`src/rtl/hazard_ctrl_n_if.sv`:
```
// Pipeline hazard controller signal bundle: stage waits, redirect/flush handshakes,
// per-register write controls and watchdog status.
interface hazard_ctrl_n_if #(
    parameter int NSTAGE = 4
);
    logic [NSTAGE-1:0]         wait_i;
    logic                      redirect_req;
    logic                      redirect_ack;
    logic                      flush_req;
    logic                      flush_ack;
    logic [2*(NSTAGE+1)-1:0]   reg_ctrl;
    logic                      is_stall;
    logic                      stall_timeout;
    logic                      timeout_clr;

    // Handshakes: redirect_req is a level held until redirect_ack is seen in the same cycle;
    // flush_req is a one-cycle pulse, acknowledged by flush_ack when the full flush is applied.
    modport master (
        output wait_i, redirect_req, flush_req, timeout_clr,
        input  redirect_ack, flush_ack, reg_ctrl, is_stall, stall_timeout
    );

    modport slave (
        input  wait_i, redirect_req, flush_req, timeout_clr,
        output redirect_ack, flush_ack, reg_ctrl, is_stall, stall_timeout
    );
endinterface

```
`src/rtl/hazard_ctrl_n.sv`:
```
// Pipeline hazard controller: per-register stream/bubble/keep controls, deferred flush
// that waits out non-abortable bus transactions, redirect handshake and stall watchdog.
module hazard_ctrl_n #(
    parameter int                NSTAGE     = 4,
    parameter logic [NSTAGE-1:0] ABORT_MASK = 4'b0110,
    parameter int                RDEPTH     = 1,
    parameter int                WDOG_LIMIT = 255,
    localparam int               CW         = $clog2(WDOG_LIMIT + 1)
) (
    input  logic                clk,
    input  logic                resetn,
    hazard_ctrl_n_if.slave      bus,
    output logic                state_dbg_o,
    output logic [CW-1:0]       stall_cnt_dbg_o
);
    localparam int RW = 2 * (NSTAGE + 1);
    localparam logic [RW-1:0] CTRL_FLUSH = {{NSTAGE{2'b01}}, 2'b00};
    localparam logic [RW-1:0] CTRL_HOLD  = '1;
    localparam logic [RW-1:0] CTRL_RESET = {(NSTAGE + 1){2'b01}};
    localparam logic [CW-1:0] LIMIT      = CW'(WDOG_LIMIT);

    typedef enum logic {RUN = 1'b0, FLUSH_WAIT = 1'b1} state_e;

    state_e          state_q, state_d;
    logic [CW-1:0]   stall_cnt_q, stall_cnt_d;
    logic            stall_timeout_q, stall_timeout_d;

    logic [RW-1:0]   ctrl_c;
    logic            rack_c, fack_c, stall_c;
    logic            nonabort;
    int              deepest;

    assign nonabort = |(bus.wait_i & ~ABORT_MASK);

    always_comb begin
        state_d = state_q;
        ctrl_c  = '0;
        rack_c  = 1'b0;
        fack_c  = 1'b0;
        stall_c = 1'b0;
        deepest = 0;
        for (int i = 1; i <= NSTAGE; i++) begin
            if (bus.wait_i[i-1]) deepest = i;
        end
        case (state_q)
            RUN: begin
                if (bus.flush_req && !nonabort) begin
                    ctrl_c = CTRL_FLUSH;
                    fack_c = 1'b1;
                end else if (bus.flush_req) begin
                    ctrl_c  = CTRL_HOLD;
                    stall_c = 1'b1;
                    state_d = FLUSH_WAIT;
                end else if (deepest != 0) begin
                    // Bubble the deepest busy stage, freeze everything behind it, drain ahead.
                    for (int j = 0; j <= NSTAGE; j++) begin
                        if (j < deepest)       ctrl_c[2*j +: 2] = 2'b11;
                        else if (j == deepest) ctrl_c[2*j +: 2] = 2'b01;
                        else                   ctrl_c[2*j +: 2] = 2'b00;
                    end
                end else if (bus.redirect_req) begin
                    for (int j = 1; j <= RDEPTH; j++) ctrl_c[2*j +: 2] = 2'b01;
                    rack_c = 1'b1;
                end
            end
            FLUSH_WAIT: begin
                // Pending redirect is never acked here; its source gets flushed anyway.
                if (nonabort) begin
                    ctrl_c  = CTRL_HOLD;
                    stall_c = 1'b1;
                end else begin
                    ctrl_c  = CTRL_FLUSH;
                    fack_c  = 1'b1;
                    state_d = RUN;
                end
            end
            default: state_d = RUN;
        endcase
    end

    always_comb begin
        stall_cnt_d     = '0;
        stall_timeout_d = stall_timeout_q;
        if (ctrl_c[1:0] == 2'b11) begin
            stall_cnt_d = (stall_cnt_q == LIMIT) ? stall_cnt_q : stall_cnt_q + 1'b1;
        end
        // A set on the same edge as a clear request wins.
        if (ctrl_c[1:0] == 2'b11 && stall_cnt_q != LIMIT && stall_cnt_d == LIMIT) begin
            stall_timeout_d = 1'b1;
        end else if (bus.timeout_clr) begin
            stall_timeout_d = 1'b0;
        end
    end

    always_ff @(posedge clk or negedge resetn) begin
        if (!resetn) begin
            state_q         <= RUN;
            stall_cnt_q     <= '0;
            stall_timeout_q <= 1'b0;
        end else begin
            state_q         <= state_d;
            stall_cnt_q     <= stall_cnt_d;
            stall_timeout_q <= stall_timeout_d;
        end
    end

    assign bus.reg_ctrl      = resetn ? ctrl_c  : CTRL_RESET;
    assign bus.redirect_ack  = resetn & rack_c;
    assign bus.flush_ack     = resetn & fack_c;
    assign bus.is_stall      = resetn & stall_c;
    assign bus.stall_timeout = stall_timeout_q;

    assign state_dbg_o     = state_q;
    assign stall_cnt_dbg_o = stall_cnt_q;
endmodule

```
`src/flat_wrapper.sv`:
```
// flat-port wrapper written by rule: the top's interface ports become plain ports
module hazard_ctrl_n_flat 
#(
    parameter int                NSTAGE     = 4,
    parameter logic [NSTAGE-1:0] ABORT_MASK = 4'b0110,
    parameter int                RDEPTH     = 1,
    parameter int                WDOG_LIMIT = 255,
    localparam int               CW         = $clog2(WDOG_LIMIT + 1)
)
  (clk, resetn, state_dbg_o, stall_cnt_dbg_o, bus_wait_i, bus_redirect_req, bus_flush_req, bus_timeout_clr, bus_redirect_ack, bus_flush_ack, bus_reg_ctrl, bus_is_stall, bus_stall_timeout);
  hazard_ctrl_n_if #(.NSTAGE(NSTAGE)) bus_i ();
  input  logic clk;
  input  logic resetn;
  output logic state_dbg_o;
  output logic [CW-1:0] stall_cnt_dbg_o;
  input wire logic [$bits(bus_i.wait_i)-1:0] bus_wait_i;
  input wire logic [$bits(bus_i.redirect_req)-1:0] bus_redirect_req;
  input wire logic [$bits(bus_i.flush_req)-1:0] bus_flush_req;
  input wire logic [$bits(bus_i.timeout_clr)-1:0] bus_timeout_clr;
  output wire logic [$bits(bus_i.redirect_ack)-1:0] bus_redirect_ack;
  output wire logic [$bits(bus_i.flush_ack)-1:0] bus_flush_ack;
  output wire logic [$bits(bus_i.reg_ctrl)-1:0] bus_reg_ctrl;
  output wire logic [$bits(bus_i.is_stall)-1:0] bus_is_stall;
  output wire logic [$bits(bus_i.stall_timeout)-1:0] bus_stall_timeout;
  assign bus_i.wait_i = bus_wait_i;
  assign bus_i.redirect_req = bus_redirect_req;
  assign bus_i.flush_req = bus_flush_req;
  assign bus_i.timeout_clr = bus_timeout_clr;
  assign bus_redirect_ack = bus_i.redirect_ack;
  assign bus_flush_ack = bus_i.flush_ack;
  assign bus_reg_ctrl = bus_i.reg_ctrl;
  assign bus_is_stall = bus_i.is_stall;
  assign bus_stall_timeout = bus_i.stall_timeout;
  hazard_ctrl_n #(.NSTAGE(NSTAGE), .ABORT_MASK(ABORT_MASK), .RDEPTH(RDEPTH), .WDOG_LIMIT(WDOG_LIMIT)) u_core (.clk(clk), .resetn(resetn), .bus(bus_i), .state_dbg_o(state_dbg_o), .stall_cnt_dbg_o(stall_cnt_dbg_o));
endmodule
```
`config.mk`:
```
export PLATFORM = sky130hd
export DESIGN_NAME = hazard_ctrl_n_flat
export DESIGN_NICKNAME = d
export VERILOG_FILES = /design/src/rtl/hazard_ctrl_n_if.sv /design/src/rtl/hazard_ctrl_n.sv /design/src/flat_wrapper.sv
export SDC_FILE = /design/constraint.sdc
export NUM_CORES = 1
export LEC_CHECK = 0
export ABC_AREA = 1
export BUFFER_PORTS_ARGS = -buffer_cell sky130_fd_sc_hd__buf_2
export CAP_MARGIN = 20
export CELL_PAD_IN_SITES_DETAIL_PLACEMENT = 2
export CELL_PAD_IN_SITES_GLOBAL_PLACEMENT = 2
export CORE_ASPECT_RATIO = 0.5
export CORE_MARGIN = 3
export CORE_UTILIZATION = 25
export CTS_BUF_LIST = sky130_fd_sc_hd__clkbuf_2
export CTS_CLUSTER_SIZE = 28
export DETAILED_ROUTE_END_ITERATION = 10
export PLACE_DENSITY_LB_ADDON = 0.1
export RECOVER_POWER = 100
export SYNTH_ARGS = -nofsm -noshare
export SYNTH_HDL_FRONTEND = slang
export SYNTH_SLANG_ARGS = --single-unit
```
`constraint.sdc`:
```
create_clock -name clk -period 1.68 [get_ports clk]
set_input_delay 0.084 -clock clk [delete_from_list [all_inputs] [get_ports clk]]
set_output_delay 0.084 -clock clk [all_outputs]
set_load 0.01 [all_outputs]
```
# After elaboration in Yosys (flattened, before gate mapping)
# Index checks and enable logic that the tools add are counted.
totals:
  ff_bits: 10
  out_inout_bits: 23
  wordCells: 68
op_classes:
  add_sub_neg: 1
  order_cmp: 5
  n_eq_ne: 8
  muxes: 39
  bitwise: 4
  reduce_logical: 8
op_table:
  columns: ["operator", "count"]
  rows:
  - ["$mux 32", 3]
  - ["$eq 3x32->1 const A", 2]
  - ["$lt 3x32->1 const A", 2]
  - ["$mux 10", 4]
  - ["$eq 2x32->1 const A", 1]
  - ["$eq 4x32->1 const A", 1]
  - ["$logic_not 32->1", 1]
  - ["$lt 1x32->1 const A", 1]
  - ["$lt 2x32->1 const A", 1]
  - ["$lt 4x32->1 const A", 1]
  - ["$reduce_bool 32->1", 1]
  - ["$pmux 10 s2", 1]
  - ["$mux 1", 19]
  - ["$eq 8x8->1 const B", 2]
  - ["$mux 8", 2]
  - ["$mux 2", 7]
  - ["$add 8x1->8 const B", 1]
  - ["$ne 8x8->1 const B", 1]
  - ["$mux 6", 1]
  - ["$pmux 1 s2", 2]
  - ["$and 1x1->1", 3]
  - ["$logic_and 1x1->1", 3]
  - ["$eq 2x2->1 const B", 1]
  - ["$reduce_bool 2->1", 1]
  - ["other kinds (3)", 3]

# Longest topological paths before layout
logic_depth:
  ltp_word: 16
  mapped_depth: 11

# Worst setup path before layout
# No wires, ideal clock.
synth_timing:
  kind: "register -> register"
  start: "register u_core.stall_cnt_q[0], in the netlist u_core.stall_cnt_dbg_o[0]"
  end: "register u_core.stall_timeout_q, in the netlist u_core.bus.stall_timeout"
  setup_time_ns: 0.065
  arrival_time_ns: 1.408
  required_time_ns: 1.615
  setup_slack_ns: 0.207
  stages_incl_launch_ff: 11
  path_buffers: 1
  period_less_slack_ns: 1.473
  cell_sequence: "dfrtp_1 -> ha_1 -> nand2_2 -> nor2_4 -> nand2_4 -> buf_6 -> nand2_1 -> nand3_1 -> nor2_1 -> nand3_1 -> nand2_1"
synth_via:
  elab_chain_cells: 6
synth_rtl:
  columns: ["item", "line_no", "source"]
  rows:
  - ["from (decl)", "hazard_ctrl_n.sv:25", "logic [CW-1:0] stall_cnt_q, stall_cnt_d;"]
  - ["from (signal assigned)", "hazard_ctrl_n.sv:102", "stall_cnt_q <= stall_cnt_d;"]
  - ["$add 8x1->8 or $eq 8x8->1 (tied branches)", "hazard_ctrl_n.sv:85", "stall_cnt_d = (stall_cnt_q == LIMIT) ? stall_cnt_q : stall_cnt_q + 1'b1;"]
  - ["$mux 8", "hazard_ctrl_n.sv:85", null]
  - ["$mux 8", "hazard_ctrl_n.sv:84", "if (ctrl_c[1:0] == 2'b11) begin"]
  - ["$eq 8x8->1", "hazard_ctrl_n.sv:88", "if (ctrl_c[1:0] == 2'b11 && stall_cnt_q != LIMIT && stall_cnt_d == LIMIT) begin"]
  - ["$logic_and 1x1->1 *", "hazard_ctrl_n.sv:88", null]
  - ["$mux 1 or $reduce_bool 2->1 (tied branches)", null, null]
  - ["to (signal assigned)", "hazard_ctrl_n.sv:103", "stall_timeout_q <= stall_timeout_d;"]
  - ["to (decl)", "hazard_ctrl_n.sv:26", "logic stall_timeout_q, stall_timeout_d;"]
# Mark *: on every way between the ends. The rest lies on a longest branch, timed or not.
# A chain may end at the register's enable or synchronous reset.

# Worst setup path in the final report
# Ends and elaborated chain as after synthesis.

==> results.md <==
* Run status: finished clean
* Post-Synth Simple-Gate Area at 48.20%
* Nets at 171
* Crit path arrival time at 1.76 ns
* Slew @ Worst Pin at 0.3591 ns
* Compound-Gate Fraction of Synth Area at 7.377%
* Max VDD drop at 0.2128 mV
* Cells after synthesis at 113
* Area added between synthesis and finish at 40.82%
* Maxcap violations at 0
* Via count at 873
* Tot Pwr at 0.0008971 W
* Core Rows at 13
* CTS root buf: clkbuf_2
* Layout Skew at 0.006317 ns
* Flop pwr share at 37.7%
* # IOs at 32
* Die H at 45.07 um
* Slowest CP cell: dfrtp_1
* Sequential share of the synthesized area at 32.79%
* Most used cell, CP: nand3_1
* Pint at 0.0005117 W
* XOR/XNOR Fraction of Synth Area at 1.148%
* Global-route wire length before repair at 4.077 mm
* Overflow after GRT at 0
* Synth area leaders: dfrtp_1, nand2_1, nor2_1
* Clk pwr share at 15.3%
* Largest area contributor in the netlist: dfrtp_1
* Max Slew Vio Count at 0
* Share of cells above drive strength 1 at 38.13%
* Commonest non-fill, non-tap cell in the layout: nand2_1
* Endpoints failing setup at 0
* Yosys cell types at 21
* DR iter-0 viols at 34
* PwrDens at 834.7 nW/um^2
* H-tree depth at 1
* Port Buffers at 31
* Period utilization at 93.22%
* CTS Buffer Depth at 2
* Core area at 2749 sq um
* Final ANT Viol Nets at 0
* Critical path, cell by cell: ha_1, nand2_2, nor2_4, nand2_4, buf_4, nand3_1, nand3_1, nor2_1, nand3_1, nand2_1
* GPL Wtd Cong at 0.7519
* Tot GR Track Use at 13.91%
* Pin count of the biggest net entering global routing at 18
* NetSw at 0.0003854 W
* Slew headroom at 75.89%
* # clock sinks at 10
* Vias in the first global route at 864
* Largest family of logic cells by synthesized area: simple AND/OR/NAND/NOR gates
* CP peak stage delay at 0.38 ns
* WL/cell at 13.11 um
* Worst hold path class: input pin to flip-flop
* Count of state elements after synthesis at 10
* WL final at 2.583 mm
* CTS Buf Count at 3
* Type of the worst setup path: flip-flop to flip-flop
* Crit path launch type: flip-flop
* Syn avg cell area at 6.754 sq um
* Combinational Power Share at 47.0%
* Die area at 3792 sq um
* Synth warn at 0
* Worst Path Required at 1.87 ns
* 1st-pass router iterations at 4
* Max FO, Critical Path at 8
* DRC viols at 0
* Most frequent cells in the layout: nand2_1, buf_2, nor2_1
* # diodes at 0
* Chip Width at 84.14 um
* P_leak at 0.5753 nW
* Fmax achieved at 0.6385 GHz
* Clock transition at the registers of the reported paths at 0.10 ns
* Initial Util at 27.77%
* Hold Fails Final Rpt at 0
* Worst Hold Slack at 0.06603 ns
* Crit end category: flip-flop
* HPWL after detailed placement at 2.008 mm
* CTS tree: built
* Top cell type's share of synthesized area at 32.79%
* Synthesized area at 763.2 sq um
* Clk Latency, worst-skew pair at 0.25 ns
* Net Count, Synth at 123
* Switching share of total power at 42.96%
* Final worst path period need at 1.566 ns
* Synth Area in Adders at 1.639%
* Via density at 4.431
* Initial antenna violation count at 0
* Final core occ at 39.10%
* Setup TNS at 0 ns
* Mux share of post-synthesis cell area at 0%
power groups by stage:
stage                     Combinational (W)  Sequential [W]  Clock, W
after floorplan                    0.000231        0.000362         0
after global placement             0.000401        0.000345         0
after detailed placement           0.000405        0.000347         0
after CTS                          0.000419        0.000339  0.000143
after global routing               0.000480        0.000348  0.000165
final                              0.000422        0.000338  0.000137
stage by stage:
stage	setup slack, ns	cells	cell area [sq um]
after floorplan	0.2067	113	763.2
after global placement	0.1240	181	960.9
after detailed placement	0.03046	181	960.9
after CTS	0.06882	187	997.2
after global routing	-0.01796	197	1075
final	0.1139	197	1075
registers in the layout, summed over array words and instances (netlist names):
name	count
u_core.stall_cnt_dbg_o	8
u_core.bus.stall_timeout	1
u_core.state_dbg_o	1
Yosys cell counts:
cell type / number
nand2_1: 33
nor2_1: 15
inv_1: 11
nand3_1: 11
dfrtp_1: 10
a21oi_1: 6
nor2_4: 4
nor3_1: 4
nand2_2: 3
inv_2: 2
nand2_4: 2
nor2_2: 2
o21bai_1: 2
a31oi_1: 1
buf_4: 1
buf_6: 1
ha_1: 1
nand3b_1: 1
nand4_1: 1
o21ai_0: 1
xnor2_1: 1
routing by layer:
metal	up-vias	track usage, %	wire, um
met4	0	2.885	0
met2	26	23.67	1189
met1	396	17.81	1266
met5	-	0	0
met3	0	4.372	127
li1	451	-	-
final timing paths:
check | from | to | slack (ns) | depth (start not counted)
max reg2reg | u_core.stall_cnt_dbg_o[0] | u_core.bus.stall_timeout | 0.11 | 10
min reg2reg | u_core.bus.stall_timeout | u_core.bus.stall_timeout | 0.49 | 2
max | u_core.stall_cnt_dbg_o[0] | u_core.bus.stall_timeout | 0.11 | 10
min | bus_timeout_clr | u_core.bus.stall_timeout | 0.07 | 4
min in group asynchronous | resetn | u_core.stall_cnt_dbg_o[6] | 0.26 | 2
max in group asynchronous | resetn | u_core.state_dbg_o | 1.16 | 2
logic make-up (layout without fill, tap and decap cells):
group	Yosys count	in the layout
AO/OA/AOI/OAI	10	10
flip-flops	10	10
XOR/XNOR	1	1
adder cells (fa/ha/maj)	1	1
buffers and inverters	15	62
AND/OR/NAND/NOR	76	76
final cells by class:
type,count,area [sq um]
timing repair buffer,45,262.8
inverter,13,48.80
clock inverter,1,3.754
clock buffer,3,15.01
multi-input combinational,88,447.9
tap,37,46.29
fill,358,1674
sequential,10,250.2
timing repair:
| item | CTS | global route |
|---|---|---|
| hold buffers | 1 | 0 |
| setup endpoints to repair | 1 | 2 |
| gates resized for setup | 0 | 1 |
| hold endpoints to repair | 10 | 0 |
| pin swaps | 0 | 3 |
| setup buffers | 1 | 10 |
worst max-delay path: cells and delay by family, from the launching register on:
family	cells	cell delay (ns)
adders and majority gates	1	0.20
buffers and inverters	1	0.15
DFF	1	0.38
and+or+nand+nor	8	0.79
No activity file was read; power rests on OpenSTA's default activity.
